--- src/rtl/fb_scanout.sv ---
// Framebuffer scan-out engine: fetches a rectangular frame from memory in
// raster order, buffers it in a small FIFO and streams it out as pixels
// with start-of-frame / end-of-line markers.
module fb_scanout #(
   parameter int H_ACTIVE   = 320,
   parameter int V_ACTIVE   = 240,
   parameter int STRIDE     = 320,
   parameter int ADDR_W     = 16,
   parameter int DATA_W     = 32,
   parameter int FIFO_DEPTH = 4
) (
   input  logic              i_clk,
   input  logic              i_rst_n,
   input  logic              i_enable,
   input  logic              i_buf_sel,
   input  logic [ADDR_W-1:0] i_base0,
   input  logic [ADDR_W-1:0] i_base1,
   output logic              o_mem_rd,
   output logic [ADDR_W-1:0] o_mem_addr,
   input  logic [DATA_W-1:0] i_mem_rdata,
   output logic              o_pix_valid,
   input  logic              i_pix_ready,
   output logic [DATA_W-1:0] o_pix_data,
   output logic              o_pix_sof,
   output logic              o_pix_eol,
   output logic              o_frame_done,
   output logic              o_busy
);

   localparam int X_W   = (H_ACTIVE > 1) ? $clog2(H_ACTIVE) : 1;
   localparam int Y_W   = (V_ACTIVE > 1) ? $clog2(V_ACTIVE) : 1;
   localparam int PTR_W = $clog2(FIFO_DEPTH);
   localparam int CNT_W = PTR_W + 1;

   localparam logic [X_W-1:0]    X_LAST   = X_W'(H_ACTIVE - 1);
   localparam logic [Y_W-1:0]    Y_LAST   = Y_W'(V_ACTIVE - 1);
   localparam logic [ADDR_W-1:0] STRIDE_A = ADDR_W'(STRIDE);
   localparam logic [CNT_W-1:0]  DEPTH_C  = CNT_W'(FIFO_DEPTH);

   typedef enum logic [1:0] {
      S_IDLE  = 2'd0,
      S_FETCH = 2'd1,
      S_DRAIN = 2'd2
   } state_t;

   state_t r_state;
   state_t w_state_next;

   // fetch side
   logic [X_W-1:0]    r_fx;
   logic [Y_W-1:0]    r_fy;
   logic [ADDR_W-1:0] r_line_base;
   logic [ADDR_W-1:0] r_addr;
   logic              r_inflight;

   // pixel buffer
   logic [DATA_W-1:0] r_fifo_mem [FIFO_DEPTH];
   logic [PTR_W-1:0]  r_wr_ptr;
   logic [PTR_W-1:0]  r_rd_ptr;
   logic [CNT_W-1:0]  r_count;

   // output side
   logic [X_W-1:0]    r_ox;
   logic [Y_W-1:0]    r_oy;
   logic              r_frame_done;

   logic              w_latch;
   logic              w_mem_rd;
   logic              w_fetch_last;
   logic              w_drained;
   logic              w_push;
   logic              w_pop;
   logic [CNT_W-1:0]  w_occupancy;
   logic [ADDR_W-1:0] w_base_sel;

   assign w_base_sel   = i_buf_sel ? i_base1 : i_base0;
   // Occupancy counts the read already on the bus so its data always has a slot.
   assign w_occupancy  = r_count + CNT_W'(r_inflight);
   assign w_fetch_last = (r_fx == X_LAST) && (r_fy == Y_LAST);
   assign w_drained    = (r_count == '0) && !r_inflight;
   assign w_push       = r_inflight;
   assign w_pop        = o_pix_valid && i_pix_ready;

   // State register.
   always_ff @(posedge i_clk or negedge i_rst_n) begin
      if (!i_rst_n) r_state <= S_IDLE;
      else          r_state <= w_state_next;
   end

   // Next-state, frame latch and read-issue decision.
   always_comb begin
      w_state_next = r_state;
      w_latch      = 1'b0;
      w_mem_rd     = 1'b0;
      case (r_state)
         S_IDLE: begin
            if (i_enable) begin
               w_latch      = 1'b1;
               w_state_next = S_FETCH;
            end
         end
         S_FETCH: begin
            if (w_occupancy < DEPTH_C) begin
               w_mem_rd = 1'b1;
               if (w_fetch_last) w_state_next = S_DRAIN;
            end
         end
         S_DRAIN: begin
            if (w_drained) begin
               if (i_enable) begin
                  w_latch      = 1'b1;
                  w_state_next = S_FETCH;
               end else begin
                  w_state_next = S_IDLE;
               end
            end
         end
         default: w_state_next = S_IDLE;
      endcase
   end

   // Fetch position and address, stepped incrementally (no multiplier).
   always_ff @(posedge i_clk or negedge i_rst_n) begin
      if (!i_rst_n) begin
         r_fx        <= '0;
         r_fy        <= '0;
         r_line_base <= '0;
         r_addr      <= '0;
      end else if (w_latch) begin
         r_fx        <= '0;
         r_fy        <= '0;
         r_line_base <= w_base_sel;
         r_addr      <= w_base_sel;
      end else if (w_mem_rd) begin
         if (r_fx == X_LAST) begin
            r_fx        <= '0;
            r_fy        <= r_fy + Y_W'(1);
            r_line_base <= r_line_base + STRIDE_A;
            r_addr      <= r_line_base + STRIDE_A;
         end else begin
            r_fx   <= r_fx + X_W'(1);
            r_addr <= r_addr + ADDR_W'(1);
         end
      end
   end

   // Remember last cycle's read so its data is captured on the following edge.
   always_ff @(posedge i_clk or negedge i_rst_n) begin
      if (!i_rst_n) r_inflight <= 1'b0;
      else          r_inflight <= w_mem_rd;
   end

   // FIFO storage; contents need no reset because the count gates the output.
   always_ff @(posedge i_clk) begin
      if (w_push) r_fifo_mem[r_wr_ptr] <= i_mem_rdata;
   end

   // FIFO pointers and count; simultaneous push and pop keeps the count.
   always_ff @(posedge i_clk or negedge i_rst_n) begin
      if (!i_rst_n) begin
         r_wr_ptr <= '0;
         r_rd_ptr <= '0;
         r_count  <= '0;
      end else begin
         if (w_push) r_wr_ptr <= r_wr_ptr + PTR_W'(1);
         if (w_pop)  r_rd_ptr <= r_rd_ptr + PTR_W'(1);
         case ({w_push, w_pop})
            2'b10:   r_count <= r_count + CNT_W'(1);
            2'b01:   r_count <= r_count - CNT_W'(1);
            default: r_count <= r_count;
         endcase
      end
   end

   // Output raster position and end-of-frame pulse, advanced per accepted pixel.
   always_ff @(posedge i_clk or negedge i_rst_n) begin
      if (!i_rst_n) begin
         r_ox         <= '0;
         r_oy         <= '0;
         r_frame_done <= 1'b0;
      end else begin
         r_frame_done <= w_pop && (r_ox == X_LAST) && (r_oy == Y_LAST);
         if (w_pop) begin
            if (r_ox == X_LAST) begin
               r_ox <= '0;
               r_oy <= (r_oy == Y_LAST) ? '0 : r_oy + Y_W'(1);
            end else begin
               r_ox <= r_ox + X_W'(1);
            end
         end
      end
   end

   assign o_mem_rd     = w_mem_rd;
   assign o_mem_addr   = r_addr;
   assign o_pix_valid  = (r_count != '0);
   assign o_pix_data   = o_pix_valid ? r_fifo_mem[r_rd_ptr] : '0;
   assign o_pix_sof    = o_pix_valid && (r_ox == '0) && (r_oy == '0);
   assign o_pix_eol    = o_pix_valid && (r_ox == X_LAST);
   assign o_frame_done = r_frame_done;
   assign o_busy       = (r_state != S_IDLE);

endmodule

--- config.mk ---
export PLATFORM = sky130hd
export DESIGN_NAME = fb_scanout
export DESIGN_NICKNAME = d
export VERILOG_FILES = /design/src/rtl/fb_scanout.sv
export SDC_FILE = /design/constraint.sdc
export NUM_CORES = 1
export LEC_CHECK = 0
export CAP_MARGIN = 40
export CORE_MARGIN = 2
export CORE_UTILIZATION = 55
export DETAILED_ROUTE_END_ITERATION = 7
export GPL_TIMING_DRIVEN = 1
export PLACE_DENSITY = 0.86
export SLEW_MARGIN = 20
export SYNTH_ARGS = -nofsm -noshare
export SYNTH_HDL_FRONTEND = slang
export SYNTH_SLANG_ARGS = --single-unit
--- constraint.sdc ---
create_clock -name i_clk -period 2.25 [get_ports i_clk]
set_input_delay 0.45 -clock i_clk [delete_from_list [all_inputs] [get_ports i_clk]]
set_output_delay 0.45 -clock i_clk [all_outputs]
set_load 0.05 [all_outputs]
==> results of run 1 <==
[kinds of logic after synthesis]
kind of cell,Yosys count
and+or+nand+nor,237
DFF,205
AOI/OAI and AO/OA,110
buffers and inverters,54
muxes,45
xor gates and xnor gates,40
adders and majority gates,14
[final timing paths]
check                          startpoint              to  slack, ns  cells after the start
setup / recovery              r_rd_ptr[0]  o_pix_data[17]      -0.26                      5
hold / removal                    i_rst_n         r_ox[7]       0.47                      2
setup reg to reg                  r_fx[0]   o_mem_addr[0]       0.12                      6
hold reg to reg            r_line_base[2]  r_line_base[2]       0.50                      2
max in group asynchronous         i_rst_n  r_line_base[1]       1.20                      3
min in group i_clk         r_line_base[2]  r_line_base[2]       0.50                      2
[through the flow]
step                TNS [ns]  hold slack [ns]  cells  setup slack, ns
CTS                   -6.588           0.4744   1097          -0.2379
finish                -7.314           0.4652   1105          -0.2585
detailed placement         0           0.4401   1049          0.02046
floorplan            -0.1043           0.1544    705          -0.1043
global route          -9.401           0.5062   1105          -0.3221
global placement           0           0.4415   1049          0.05933
[sequential cells by signal, summed over array words and instances, names as in the netlist]
name          flops
r_count           3
r_fifo_mem      128
r_oy              8
r_inflight        1
o_frame_done      1
r_rd_ptr          2
o_mem_addr       16
r_wr_ptr          2
r_fy              8
r_fx              9
r_state           2
r_line_base      16
r_ox              9
[layout by cell type (no fill, tap or decap), types with 16 or more instances in the layout]
cell type	instances
o21ai_0	32
edfxtp_1	128
clkbuf_16	22
nor2_1	40
buf_4	44
xnor2_1	22
nand3_1	24
xor2_1	18
buf_12	42
dfrtp_1	74
and2_4	32
mux4_2	32
nand2_1	47
clkdlybuf4s50_1	74
a21oi_1	28
nor3_1	16
inv_1	17
[worst max-delay path, cell delays in order (launching register included)]
cell and delay, ns:
dfrtp_2 0.43, buf_4 0.16, clkbuf_16 0.16, mux4_2 0.50, and2_4 0.18, buf_12 0.14
[power groups by stage]
| stage | logic, mW | clock network, mW | registers (mW) |
|---|---|---|---|
| floorplan | 4.64 | 0 | 5.81 |
| global placement | 8.39 | 0 | 5.57 |
| detailed placement | 8.55 | 0 | 5.64 |
| CTS | 9.34 | 3.52 | 5.61 |
| global route | 9.98 | 3.69 | 5.72 |
| finish | 9.50 | 3.46 | 5.63 |
[per-layer routing]
layer / vias to the layer above / track usage / routed length, microns
li1: 2957 / - / -
met1: 3197 / 0.3104 / 8692
met2: 257 / 0.4083 / 10870
met3: 41 / 0.04129 / 1325
met4: 0 / 0.06257 / 427
met5: - / 0 / 0
[timing repair]
action                                  in CTS  in global routing
endpoints found under the setup margin      40                 47
setup buffers                                8                  8
gates resized for setup                     50                 22
endpoints found under the hold margin       34                  0
gates cloned                                 2                  1
hold buffers                                 1                  0
pin swaps                                    3                  6
[final cells by class]
cell class / instances / area (sq um)
clock inverter: 13 / 153.9
tap: 220 / 275.3
inverter: 20 / 78.83
clock buffer: 24 / 536.8
multi-input combinational: 446 / 3568
fill: 972 / 4108
timing repair buffer: 177 / 2147
sequential: 205 / 5774
==> impl_metrics.env, run 1 <==
export IMPL_gp_congestion=0.8614
export IMPL_post_route_period_util=1.115
export IMPL_nNetsFinal=954
export IMPL_synth_avg_cell_area_sq_um=13.32
export IMPL_power_frac_comb=0.511
export IMPL_final_area_sq_um=12530
export IMPL_synth_cell_types=67
export IMPL_violations="negative setup slack"
export IMPL_drv_slew=0
export IMPL_synth_cells_most_frequent="edfxtp_1 (128), dfrtp_1 (77), nand2_1 (47), nor2_1 (40), and2_1 (39)"
export IMPL_relSlewSlack=0.6175
export IMPL_p_per_area_nw_per_um2=1483
export IMPL_cts_sinks=205
export IMPL_ys_seq_elements=205
export IMPL_synth_mux_area_frac=0.09111
export IMPL_hpwl_microns=13300
export IMPL_max_slew_worst_pin_slew_ns=0.5684
export IMPL_num_vias=6452
export IMPL_p_leak_nw=4.756
export IMPL_yosys_cell_count_top_type="edfxtp_1"
export IMPL_synth_compound_gate_area_share=0.07446
export IMPL_antenna_found_initial=0
export IMPL_die_area_sq_um=18140
export IMPL_drt_initial_drc_count=519
export IMPL_rsz0062_at_grt="true"
export IMPL_min_period_ns=2.508
export IMPL_grt_start_max_net_pins=44
export IMPL_critPathLaunchType="flip-flop"
export IMPL_die_h_microns=134.7
export IMPL_irDropWorstVdd_mv=0.9639
export IMPL_synthesis_area_sq_um=9393
export IMPL_drt_pass1_iter_count=5
export IMPL_yosys_area_share_simple=0.1380
export IMPL_io_buffers=122
export IMPL_n_antenna_cell=0
export IMPL_setup_slack_ns=-0.2585
export IMPL_p_sw_mw=6.944
export IMPL_routedWlPerCell_microns=19.29
export IMPL_clk_pin_slew_ns=0.06
export IMPL_drive_gt1_frac=0.2531
export IMPL_synth_top_family_by_area="simple AND/OR/NAND/NOR gates"
export IMPL_grt_first_pass_wirelength_microns=33780
export IMPL_grt_use_total=0.2358
export IMPL_outcome="complete, but fails checks"
export IMPL_synth_async_reset_ratio=0.3756
export IMPL_start_util=0.5644
export IMPL_critical_path_class="flip-flop to output pin"
export IMPL_ys_flop_type="edfxtp_1"
export IMPL_cts_max_level=1
export IMPL_syn_nets=788
export IMPL_power_frac_seq=0.303
export IMPL_std_cell_rows=47
export IMPL_grt_overflow_total=0
export IMPL_coreArea_sq_um=16640
export IMPL_critPathArrivalTime_ns=2.06
export IMPL_maxCapViolCount=0
export IMPL_drt_antenna_violating_nets=0
export IMPL_finalClockSkew_ns=0.008520
export IMPL_synth_edf_count=128
export IMPL_via_per_inst=5.839
export IMPL_seq_area_frac_synth=0.6144
export IMPL_cts_tree="done"
export IMPL_numCtsBuffers=21
export IMPL_io_pins=123
export IMPL_drc_errors=0
export IMPL_final_core_util=0.7532
export IMPL_power_clock_fraction=0.186
export IMPL_required_ns=1.80
export IMPL_ys_warn_count=0
export IMPL_cts_root_buf="clkbuf_16"
export IMPL_postSynthCellCount=705
export IMPL_hold_viol_final=0
export IMPL_worstSetupEndpointType="output pin"
export IMPL_netlist_top_cells_area="edfxtp_1 (41%), dfrtp_1 (21%), mux4_2 (7.7%)"
export IMPL_fmax_mhz=398.6
export IMPL_clockBufferDepth=3
export IMPL_hold_class="primary input to async pin"
export IMPL_areaGrowthSynthToFinish_pct=33.45
export IMPL_setup_violations=33
export IMPL_synth_xor_area_frac=0.03730
export IMPL_placed_cell_area_sq_um=11430
export IMPL_routed_wl_microns=21310
export IMPL_p_int_mw=11.65
export IMPL_swShare=0.3735
export IMPL_die_w_microns=134.7
export IMPL_yosys_area_top_type_share=0.4092
export IMPL_cp_max_fo=6
export IMPL_total_power_mw=18.59
export IMPL_synth_adder_area_share=0.01945
export IMPL_synth_top_area_cell="edfxtp_1"
export IMPL_grt_pass1_vias=6531
export IMPL_clock_latency_ns=0.48
No activity file was read; power rests on OpenSTA's default activity.
==> run 2, diff against run 1 <==
Settings changed: SETUP_SLACK_MARGIN set to 0.1.
==> run 2 against run 1 <==
Against the previous run:
- the flow still finishes with violations (negative setup slack)
- global-route usage increased by 2.1 points
- total power increased by 6.2%
- critical path depth unchanged
- non-clock buffer count increased by 27
- flip-flop and latch count unchanged
- sequential share of layout area decreased by 2.5 points
- die area unchanged
- sequential power increased by 1%
- wire length increased by 20%
- design area increased by 5.7%
- final cell count increased by 2.9%
- clock skew increased by 0.0056 ns
- largest power group unchanged
==> impl_metrics.env, run 2 (synthesis gave the netlist of run 1 again) <==
export IMPL_outcome="complete, but fails checks"
export IMPL_violations="negative setup slack"
export IMPL_p_leak_nw=5.010
export IMPL_final_cell_mix="edfxtp_1 (128), dfrtp_1 (73), clkdlybuf4s50_1 (70), buf_4 (49), buf_12 (48)"
export IMPL_antenna_found_initial=0
export IMPL_coreArea_sq_um=16640
export IMPL_grt_use_total=0.2564
export IMPL_critPathArrivalTime_ns=2.07
export IMPL_die_w_microns=134.7
export IMPL_r2r_start="r_count[2]"
export IMPL_cp_cell_sequence="buf_12 -> buf_12 -> mux4_2 -> and2_4 -> buf_12"
export IMPL_dp_cells=1048
export IMPL_final_area_sq_um=13250
export IMPL_clock_latency_ns=0.48
export IMPL_n_antenna_cell=0
export IMPL_nNetsFinal=987
export IMPL_min_period_ns=2.517
export IMPL_clockBufferDepth=3
export IMPL_worstSetupEndpointType="output pin"
export IMPL_placed_cell_area_sq_um=11470
export IMPL_slowest_delay_ns=0.56
export IMPL_areaGrowthSynthToFinish_pct=41.06
export IMPL_critPathLaunchType="flip-flop"
export IMPL_relSlewSlack=0.5522
export IMPL_grt_pass1_vias=6839
export IMPL_critical_path_class="flip-flop to output pin"
export IMPL_die_h_microns=134.7
export IMPL_drt_antenna_violating_nets=0
export IMPL_drc_errors=0
export IMPL_timing_rr_end="o_mem_addr[9]"
export IMPL_final_cells=1137
export IMPL_start_util=0.5644
export IMPL_seqCellArea_sq_um=5776
export IMPL_routed_wl_microns=25650
export IMPL_multi_input_area_sq_um=3919
export IMPL_cp_common_cell="buf_12"
export IMPL_final_common_cell="edfxtp_1"
export IMPL_cts_tree="done"
export IMPL_irDropWorstVdd_mv=1.305
export IMPL_hpwl_microns=13170
export IMPL_std_cell_rows=47
export IMPL_cts_max_level=1
export IMPL_grt_overflow_total=0
export IMPL_via_per_inst=6.179
export IMPL_drt_initial_drc_count=724
export IMPL_io_buffers=122
export IMPL_fmax_mhz=397.4
export IMPL_cp_max_fo=5
export IMPL_die_area_sq_um=18140
export IMPL_regMostFlops="r_fifo_mem"
export IMPL_drv_slew=0
export IMPL_num_vias=7026
export IMPL_io_pins=123
export IMPL_rsz0062_at_grt="true"
export IMPL_drive_gt1_frac=0.3304
export IMPL_slowest_stage="mux4_2"
export IMPL_maxCapViolCount=0
export IMPL_grt_first_pass_wirelength_microns=36170
export IMPL_grt_start_max_net_pins=44
export IMPL_routedWlPerCell_microns=22.56
export IMPL_hold_class="primary input to async pin"
export IMPL_numCtsBuffers=21
export IMPL_rrSetupSlack_ns=-0.01
export IMPL_gp_congestion=0.8612
export IMPL_finalClockSkew_ns=0.01413
export IMPL_largest_register_ffs=128
export IMPL_post_route_period_util=1.118
export IMPL_cts_sinks=205
export IMPL_cts_root_buf="clkbuf_16"
export IMPL_tns_ns=-7.087
export IMPL_clk_pin_slew_ns=0.06
export IMPL_setup_slack_ns=-0.2666
export IMPL_fillers=840
export IMPL_drt_pass1_iter_count=5
export IMPL_hold_viol_final=0
export IMPL_p_per_area_nw_per_um2=1491
export IMPL_setup_violations=37
export IMPL_max_slew_worst_pin_slew_ns=0.6656
export IMPL_r2r_cells=7
export IMPL_required_ns=1.80
## run 2: cell types whose count changed in the layout (fill, tap and decap cells not counted), moves of 6 or more
| cell | delta |
|---|---|
| nor2_1 | -8 |
| a211oi_4 | +6 |
| a211oi_1 | -6 |
| buf_6 | +13 |
| dlymetal6s2s_1 | -7 |
| buf_12 | +6 |
| dlygate4sd2_1 | +10 |
## run 2: power breakdown
part / internal, mW / switching [mW] / total (mW)
logic: 5.04 / 5.40 / 10.4
registers: 5.04 / 0.664 / 5.71
clock network: 2.18 / 1.43 / 3.61
## run 2: metrics by stage
stage	util	power, mW	worst slack [ns]	hold WS [ns]
2_1_floorplan	-	10.48	0.02287	0.1544
3_3_place_gp	0.6893	14.05	0.06311	0.4399
3_5_place_dp	0.6893	14.26	-0.02302	0.4414
4_1_cts	0.7610	19.02	-0.2151	0.4744
5_1_grt	0.7961	20.45	-0.3094	0.4994
6_report	0.7961	19.76	-0.2666	0.4670
## run 2: what timing repair did
item,CTS,global route
hold buffers,1,0
buffers inserted,22,19
pin swaps,10,35
endpoints found under the setup margin,51,73
gates resized for setup,85,82
endpoints found under the hold margin,34,0
gates cloned,3,8
## run 2: worst max path at each step
stage / slack, ns / cells after the start / end / start
CTS: -0.22 / 5 / o_pix_data[22] / r_rd_ptr[0]
finish: -0.27 / 5 / o_pix_data[13] / r_rd_ptr[0]
detailed placement: -0.02 / 9 / r_count[2] / i_pix_ready
floorplan: 0.02 / 2 / o_pix_eol / r_ox[7]
global route: -0.31 / 5 / o_pix_data[27] / r_rd_ptr[0]
global placement: 0.06 / 9 / r_count[2] / i_pix_ready
## run 2: worst max-delay path: cells and delay by family (launching register included)
| family | cells | cell delay (ns) |
|---|---|---|
| buf+inv | 3 | 0.43 |
| simple gates | 1 | 0.18 |
| mux | 1 | 0.56 |
| flops | 1 | 0.40 |
## run 2: area by class of cell
cell class | count | area share
inverter | 20 | 0.005666
clock buffer | 23 | 0.04023
sequential | 205 | 0.4359
multi-input combinational | 452 | 0.2958
tap | 220 | 0.02078
timing repair buffer | 204 | 0.1883
clock inverter | 13 | 0.01332
## run 2: per-layer routing
layer	share of wire	global-route usage	vias to the layer above
met1	0.37	0.3267	3432
met4	0.049	0.08889	0
li1	-	-	3042
met3	0.080	0.04242	116
met5	0	0	-
met2	0.50	0.4475	436
